[src/rtl/rnn_mem_arb_if.sv]
// ---------------------------------------------------------------------------
// rnn_mem_arb_if -- requester-side bus of the RNN memory arbiter.
//
// Three requesters share this bus. Per-requester fields are packed and
// requester i owns slice i of each field:
//   req    [2:0]   request (0 = weight fetch, 1 = input/bias, 2 = h writeback)
//   lock   [2:0]   hold ownership across cycles while set
//   rwe    [2:0]   1 = write, 0 = read
//   rsel   [8:0]   3-bit memory select,  bits [3i+2:3i]
//   raddr  [50:0]  17-bit address,       bits [17i+16:17i]
//   rwdata [59:0]  20-bit write data,    bits [20i+19:20i]
//   gnt    [2:0]   one-hot-or-zero accept for the current cycle
//   rvalid [2:0]   read data valid for requester i
//   rdata  [19:0]  returned read data, shared by all requesters
// Modports: master = requester side, slave = arbiter side.
// ---------------------------------------------------------------------------
interface rnn_mem_arb_if;
    logic [2:0]  req;
    logic [2:0]  lock;
    logic [2:0]  rwe;
    logic [8:0]  rsel;
    logic [50:0] raddr;
    logic [59:0] rwdata;
    logic [2:0]  gnt;
    logic [2:0]  rvalid;
    logic [19:0] rdata;

    modport master (
        output req, lock, rwe, rsel, raddr, rwdata,
        input  gnt, rvalid, rdata
    );

    modport slave (
        input  req, lock, rwe, rsel, raddr, rwdata,
        output gnt, rvalid, rdata
    );
endinterface

[src/rtl/rnn_mem_arb.sv]
// ---------------------------------------------------------------------------
// rnn_mem_arb -- single-port memory arbiter for the RNN datapath.
//
// Arbitrates three requesters (weight fetch, input/bias fetch, hidden-state
// writeback) onto one memory port. At most one command is accepted per
// cycle; the accepted command appears on the memory pins in the following
// cycle and read data comes back two cycles after the accept.
//
// Ports:
//   clk      clock, all state on rising edge
//   reset    synchronous, active-low reset
//   bus      rnn_mem_arb_if.slave requester bus (req/lock/rwe/rsel/raddr/
//            rwdata in, gnt/rvalid/rdata out)
//   mce      memory command enable (registered)
//   msel     memory select (3'b100 when idle)
//   maddr    memory address (held when idle)
//   mdata_w  memory write data (held when idle)
//   mdata_r  memory read data, passed straight through to bus.rdata
//
// Configuration:
//   RNN_ARB_RR_EN  defined   -> round-robin between requesters 0 and 1
//                  undefined -> fixed priority 0 > 1, no pointer register
// Requester 2 (writeback) always wins over 0/1 when nobody owns the port.
// ---------------------------------------------------------------------------
module rnn_mem_arb (
    input  logic          clk,
    input  logic          reset,
    rnn_mem_arb_if.slave  bus,
    output logic          mce,
    output logic [2:0]    msel,
    output logic [16:0]   maddr,
    output logic [19:0]   mdata_w,
    input  logic [19:0]   mdata_r
);

    localparam int DATA_W = 20;
    localparam int ADDR_W = 17;
    localparam int SEL_W  = 3;

    localparam logic [SEL_W-1:0] SEL_IDLE = 3'b100;

    typedef enum logic {IDLE, OWN} state_t;

    state_t            state;
    state_t            state_nxt;
    logic [1:0]        owner;

    logic              acc;
    logic [1:0]        win;
    logic              pick01;
    logic [2:0]        gnt_c;

    logic              win_we;
    logic [SEL_W-1:0]  win_sel;
    logic [ADDR_W-1:0] win_addr;
    logic [DATA_W-1:0] win_data;

    logic [2:0]        vld_p0;
    logic [2:0]        vld_p1;

    // Choice between requesters 0 and 1 when neither 2 nor an owner applies.
`ifdef RNN_ARB_RR_EN
    logic rr_ptr;

    // rr_ptr names the preferred requester; it only matters when both ask.
    always_comb begin
        pick01 = bus.req[1] && (!bus.req[0] || rr_ptr);
    end

    always_ff @(posedge clk) begin
        if (!reset) begin
            rr_ptr <= 1'b0;
        end else if (acc && !win[1]) begin
            rr_ptr <= ~win[0];
        end
    end
`else
    always_comb begin
        pick01 = bus.req[1] && !bus.req[0];
    end
`endif

    // FSM: state register
    always_ff @(posedge clk) begin
        if (!reset) begin
            state <= IDLE;
            owner <= 2'd0;
        end else begin
            state <= state_nxt;
            if (state == IDLE && acc && bus.lock[win]) begin
                owner <= win;
            end
        end
    end

    // FSM: next state. Ownership ends in the first cycle the owner drops
    // lock, whether or not it also requests in that cycle.
    always_comb begin
        state_nxt = state;
        if (state == IDLE) begin
            if (acc && bus.lock[win]) begin
                state_nxt = OWN;
            end
        end else begin
            if (!bus.lock[owner]) begin
                state_nxt = IDLE;
            end
        end
    end

    // FSM: outputs (accept decision). An owner with req=0 produces an idle
    // cycle; other requesters, including writeback, are not served then.
    always_comb begin
        acc = 1'b0;
        win = 2'd0;
        if (reset) begin
            if (state == OWN) begin
                if (bus.req[owner]) begin
                    acc = 1'b1;
                    win = owner;
                end
            end else if (bus.req[2]) begin
                acc = 1'b1;
                win = 2'd2;
            end else if (bus.req[0] || bus.req[1]) begin
                acc = 1'b1;
                win = {1'b0, pick01};
            end
        end
        gnt_c = acc ? (3'b001 << win) : 3'b000;
    end

    assign bus.gnt = gnt_c;

    // Fields of the winning requester; other requesters' fields are ignored.
    always_comb begin
        win_we   = bus.rwe[0];
        win_sel  = bus.rsel[2:0];
        win_addr = bus.raddr[16:0];
        win_data = bus.rwdata[19:0];
        case (win)
            2'd1: begin
                win_we   = bus.rwe[1];
                win_sel  = bus.rsel[5:3];
                win_addr = bus.raddr[33:17];
                win_data = bus.rwdata[39:20];
            end
            2'd2: begin
                win_we   = bus.rwe[2];
                win_sel  = bus.rsel[8:6];
                win_addr = bus.raddr[50:34];
                win_data = bus.rwdata[59:40];
            end
            default: ;
        endcase
    end

    // Stage p0: memory command registered at the end of the accept cycle.
    always_ff @(posedge clk) begin
        if (!reset) begin
            mce     <= 1'b0;
            msel    <= SEL_IDLE;
            maddr   <= '0;
            mdata_w <= '0;
        end else if (acc) begin
            mce     <= 1'b1;
            msel    <= win_sel;
            maddr   <= win_addr;
            mdata_w <= win_data;
        end else begin
            mce     <= 1'b0;
            msel    <= SEL_IDLE;
        end
    end

    // Stage p0 -> p1: read tag follows the command so rvalid lines up with
    // the memory's read latency. Reset flushes in-flight reads.
    always_ff @(posedge clk) begin
        if (!reset) begin
            vld_p0 <= 3'b000;
            vld_p1 <= 3'b000;
        end else begin
            vld_p0 <= (acc && !win_we) ? gnt_c : 3'b000;
            vld_p1 <= vld_p0;
        end
    end

    assign bus.rvalid = vld_p1;
    assign bus.rdata  = mdata_r;

endmodule

[src/flat_wrapper.sv]
// flat-port wrapper written by rule: the top's interface ports become plain ports
module rnn_mem_arb_flat 
  (clk, reset, mce, msel, maddr, mdata_w, mdata_r, bus_req, bus_lock, bus_rwe, bus_rsel, bus_raddr, bus_rwdata, bus_gnt, bus_rvalid, bus_rdata);
  rnn_mem_arb_if bus_i ();
  input  logic clk;
  input  logic reset;
  output logic mce;
  output logic [2:0] msel;
  output logic [16:0] maddr;
  output logic [19:0] mdata_w;
  input  logic [19:0] mdata_r;
  input wire logic [$bits(bus_i.req)-1:0] bus_req;
  input wire logic [$bits(bus_i.lock)-1:0] bus_lock;
  input wire logic [$bits(bus_i.rwe)-1:0] bus_rwe;
  input wire logic [$bits(bus_i.rsel)-1:0] bus_rsel;
  input wire logic [$bits(bus_i.raddr)-1:0] bus_raddr;
  input wire logic [$bits(bus_i.rwdata)-1:0] bus_rwdata;
  output wire logic [$bits(bus_i.gnt)-1:0] bus_gnt;
  output wire logic [$bits(bus_i.rvalid)-1:0] bus_rvalid;
  output wire logic [$bits(bus_i.rdata)-1:0] bus_rdata;
  assign bus_i.req = bus_req;
  assign bus_i.lock = bus_lock;
  assign bus_i.rwe = bus_rwe;
  assign bus_i.rsel = bus_rsel;
  assign bus_i.raddr = bus_raddr;
  assign bus_i.rwdata = bus_rwdata;
  assign bus_gnt = bus_i.gnt;
  assign bus_rvalid = bus_i.rvalid;
  assign bus_rdata = bus_i.rdata;
  rnn_mem_arb u_core (.clk(clk), .reset(reset), .bus(bus_i), .mce(mce), .msel(msel), .maddr(maddr), .mdata_w(mdata_w), .mdata_r(mdata_r));
endmodule
[config.mk]
export PLATFORM = sky130hd
export DESIGN_NAME = rnn_mem_arb_flat
export DESIGN_NICKNAME = d
export VERILOG_FILES = /design/src/rtl/rnn_mem_arb_if.sv /design/src/rtl/rnn_mem_arb.sv /design/src/flat_wrapper.sv
export SDC_FILE = /design/constraint.sdc
export NUM_CORES = 1
export LEC_CHECK = 0
export BUFFER_PORTS_ARGS = -buffer_cell sky130_fd_sc_hd__buf_2
export CORE_MARGIN = 10
export CORE_UTILIZATION = 41
export DETAILED_ROUTE_END_ITERATION = 6
export PLACE_DENSITY = 0.78
export SYNTH_ARGS = -nofsm -noshare
export SYNTH_HDL_FRONTEND = slang
export SYNTH_SLANG_ARGS = --single-unit
export TNS_END_PERCENT = 5
[constraint.sdc]
create_clock -name clk -period 3.58 [get_ports clk]
set_clock_uncertainty 0.1 [all_clocks]
set_input_delay 0.179 -clock clk [delete_from_list [all_inputs] [get_ports clk]]
set_output_delay 0.179 -clock clk [all_outputs]
set_load 0.01 [all_outputs]
### Word level (Yosys, flattened, before mapping)

Cells that the tools add are included.

* bits of input ports: 151
* flip-flop bits (word level): 50
* word-level logic and storage cells: 49

* bitwise operators: 1
* eq/ne operators: 2
* order comparisons: 2
* reduce and logical (&&, ||, !) cells: 10
* shift operators: 1
* muxes and demuxes: 25

Operator list (number)
* one-hot mux 20 bit (2 select lines): 1
* one-hot mux 17 bit (2 select lines): 1
* two-way mux 1 bit: 13
* two-way mux 2 bit: 4
* binary-select mux 1 bit (select 2 bit): 3
* < comparator 2 x 3 -> 1 bit (second input constant): 2
* one-hot mux 3 bit (2 select lines): 1
* logical AND 1 bit: 5
* AND reduction 2 bit: 2
* two-way mux 3 bit: 1
* << shifter 1 x 2 -> 3 bit (first input constant): 1
* equality test 2 x 1 -> 1 bit (second input constant): 1
* equality test 2 bit (second input constant): 1
* zero test 1 bit: 2
* one-hot mux 1 bit (2 select lines): 1
* logical OR 1 bit: 1
* inverter 1 bit: 1

### Longest topological paths before layout

* word-level depth: 11
* depth in mapped cells: 11
* mapped depth without buffers: 9

### Least setup slack after synthesis

OpenSTA, ideal clock, no wires.

* path type: register to register
* from: register u_core.state
* to: register u_core.maddr[4]
* arrival time: 1.917 ns
* path buffers: 2
* setup time: 0.127 ns
* cell stages (with the launch flop): 10
* setup slack: 1.436 ns
* path through: dfxtp_1 -> or3_1 -> a21oi_2 -> inv_1 -> ha_1 -> clkbuf_1 -> buf_1 -> nand2_1 -> o211ai_1 -> mux2i_1

* word-level cells in the longest chain between the ends: 4
* elaborated cells between the ends (all ways): 7
* those cells by class: eq/ne: 2; mux: 5

Ends and longest elaborated chain
* from (decl): RTL line rnn_mem_arb.sv:44 `state_t state;`
* from (signal assigned): RTL line rnn_mem_arb.sv:89 `state <= state_nxt;`
* two-way mux 2 bit *: RTL line rnn_mem_arb.sv:117 `if (state == OWN) begin`
* two-way mux 2 bit *: RTL line rnn_mem_arb.sv:116 `if (reset) begin`
* via u_core.win[0]: RTL line rnn_mem_arb.sv:49 `logic [1:0] win;`
* equality test 2 bit or equality test 2 x 1 -> 1 bit (tied branches): RTL line rnn_mem_arb.sv:141 `case (win)`
* one-hot mux 17 bit (2 select lines) *: RTL line rnn_mem_arb.sv:141
* to (signal assigned): RTL line rnn_mem_arb.sv:168 `maddr <= win_addr;`
* to (decl): RTL line rnn_mem_arb.sv:31 `output logic [16:0] maddr,`

Mark *: on every way through the listed nets, which the timed path passes. The rest lies on a longest branch.
A chain may end at the register's enable or synchronous reset.

### Worst setup path in the final report

* from: register u_core.state
* to: register u_core.mdata_w[18]

* word-level cells in the longest chain between the ends: 4
* elaborated cells between the ends (all ways): 7
* those cells by class: eq/ne: 2; mux: 5

Ends and longest elaborated chain
* two-way mux 2 bit *: RTL line rnn_mem_arb.sv:117
* two-way mux 2 bit *: RTL line rnn_mem_arb.sv:116
* via u_core.win[0]: RTL line rnn_mem_arb.sv:49
* equality test 2 bit or equality test 2 x 1 -> 1 bit (tied branches): RTL line rnn_mem_arb.sv:141
* one-hot mux 20 bit (2 select lines) *: RTL line rnn_mem_arb.sv:141
* to (signal assigned): RTL line rnn_mem_arb.sv:169 `mdata_w <= win_data;`
* to (decl): RTL line rnn_mem_arb.sv:32 `output logic [19:0] mdata_w,`

Marks and branches as above.

==> out/qor.csv <==
metric;value;unit
status;finished clean;
drt drc;0;
Row Count;30;
setup repair bufs after CTS;0;
synthesized area per cell;8.53;um^2
WS Path Type;register to register;
fillers;662;
Final Hold Vio Count;0;
Critical Path RT;3.64;ns
most numerous cell in the Yosys netlist;nand2_1;
met2 WL post-DR;4.67;mm
metal3 WL;669;um
fin area;0.00383;mm^2
Final min period;2.39;ns
final worst setup slack;1.19;ns
Vias/cell;5.06;
EDFF count, synth;0;
Clock Latency Late Sink;0.30;ns
Placeable Area;0.00687;mm^2
# nets final;643;
Synth Flop Type;dfxtp_1;
Total GRT Usage;16.0;%
router iterations before antenna repair;4;
RSZ-0062 raised after global routing;false;
Synth Warn #;0;
measured slew at the worst slew-check pin;0.833;ns
total number of vias;2964;
syn nets;499;
largest net degree at the start of global routing;45;
Chip Width;105;um
GP Congestion;0.874;
antenna-violating nets left;0;
Leak;1.91;nW
WHS;0.0697;ns
Power Density;370;mW/mm^2
max cap viols;0;
DRT iter0 DRCs;93;
Setup WS pre-CTS;1.12;ns
first-pass GRT wire length;15.1;mm
htree depth;2;
io pins;218;
peak supply drop;0.157;mV
Commonest cells post-synth;nand2_1, dfxtp_1, a22oi_1;
Post-Layout Cell Count;586;
Tcrit/Tclk final;66.9;%
Crit. End Element;register;
synthesized area;0.00294;mm^2
vias in the first global route;3117;
register bit count reported by yosys;50;
FMAX;418;MHz
CTS tree;done;
clk sinks;50;
layout cells sized above 1;41.2;%
final setup fails;0;
drt wl/cell;16.0;um
WL final;9.37;mm
Synth-to-Final Area Change;30.2;%
remaining global-route overflow;0;
clk root buf;clkbuf_8;
CP arrival;2.46;ns
I/O Buffers;177;
WL met1;3.93;mm
antenna violations before repair;0;
CTS max path bufs;2;
slowest stage delay, CP;0.49;ns
cells along the critical path;or3_1 -> a21oi_2 -> inv_1 -> ha_2 -> buf_4 -> nand2_1 -> o211ai_1 -> mux2i_1;
ANT cells;0;
# hold bufs at CTS;3;
full die area;0.0110;mm^2
share of the synthesized area in the top cell type;34.0;%
post-synth cell types;36;
Critical Path Start Type;register;
crit path max fanout;30;
Worst slew margin;44.5;%
ys async rst share;0;%
most area-hungry cell type in the Yosys netlist;dfxtp_1;
setup TNS;0;ns
Worst Hold Class;primary input to register;
post-cts resize count;0;
initial core utilization;42.8;%
Highest Signal Layer;met4;
Slew Limit Fails;0;
CTS clk-pin slew, worst paths;0.10;ns
total CTS buffers;5;
Slowest-stage cell, CP;ha_2;
DP HPWL;7.42;mm
Gate Count Post-Synth;345;
Synth area leaders;dfxtp_1, mux2i_1, a22oi_1, nand2_1, o211ai_1;
placed insts;575;
overall power;1.42;mW
register area share after synthesis;34.0;%
Die Y;105;um
Finished Core Util;55.8;%
dpl cell area;0.00371;mm^2
## layout make-up
| type | count | area [um^2] | area share, % |
|---|---|---|---|
| Timing Repair Buffer | 188 | 988 | 25.8 |
| Clock inverter | 3 | 25.0 | 0.653 |
| Multi-Input combinational cell | 239 | 1610 | 42.0 |
| Clock buffer | 5 | 68.8 | 1.80 |
| Sequential cell | 50 | 1000 | 26.1 |
| Inverter | 5 | 18.8 | 0.490 |
| Tap cell | 96 | 120 | 3.13 |
## cells by family after synthesis
kind of cell / after synthesis / share of synthesized area (%)
flip-flops: 50 / 34.0
buffers and inverters: 56 / 11.4
AND/OR/NAND/NOR: 103 / 15.9
adder cells (fa/ha/maj): 3 / 1.28
AO/OA/AOI/OAI: 94 / 24.2
multiplexers: 39 / 13.3
## layout by cell type (no fill, tap or decap), types with 4 or more instances in the layout
cell      count
buf_4         7
inv_1         5
mux2i_1      38
and2_1        6
a22oi_1      41
buf_2       177
dfxtp_1      50
o211ai_1     37
and3_1        4
nand2_1      81
clkbuf_8      5
## per-layer routing
metal / GRT usage, % / vias to the layer above
li1: - / 1502
met1: 17.9 / 1336
met2: 28.4 / 113
met3: 5.34 / 13
met4: 3.73 / 0
met5: 0 / -
## path summary, 6_finish.rpt
path | start | end | slack (ns) | depth (start not counted)
max | u_core.state | u_core.mdata_w[18] | 1.19 | 8
min | bus_raddr[1] | u_core.maddr[1] | 0.07 | 3
max reg2reg | u_core.state | u_core.mdata_w[18] | 1.19 | 8
min reg2reg | u_core.vld_p0[1] | u_core.bus.rvalid[1] | 0.35 | 1
## registers in the layout, indices dropped and copies added (netlist names)
| name | flops |
|---|---|
| u_core.msel | 3 |
| u_core.mdata_w | 20 |
| u_core.bus.rvalid | 3 |
| u_core.mce | 1 |
| u_core.maddr | 17 |
| u_core.state | 1 |
| u_core.owner | 2 |
| u_core.vld_p0 | 3 |
## power by group
group	switching [mW]	internal, mW
Combinational	0.228	0.199
Clock	0.200	0.141
Sequential	0.0289	0.619
Total	0.457	0.960
## critical path, delay by kind of cell (launching register included)
family	cells	cell delay [ns]
DFF	1	0.34
and+or+nand+nor	2	0.41
adders and majority gates	1	0.49
buffers and inverters	2	0.45
muxes	1	0.11
AOI/OAI and AO/OA	2	0.36
Note: power is estimated with default switching activity, not from simulation.
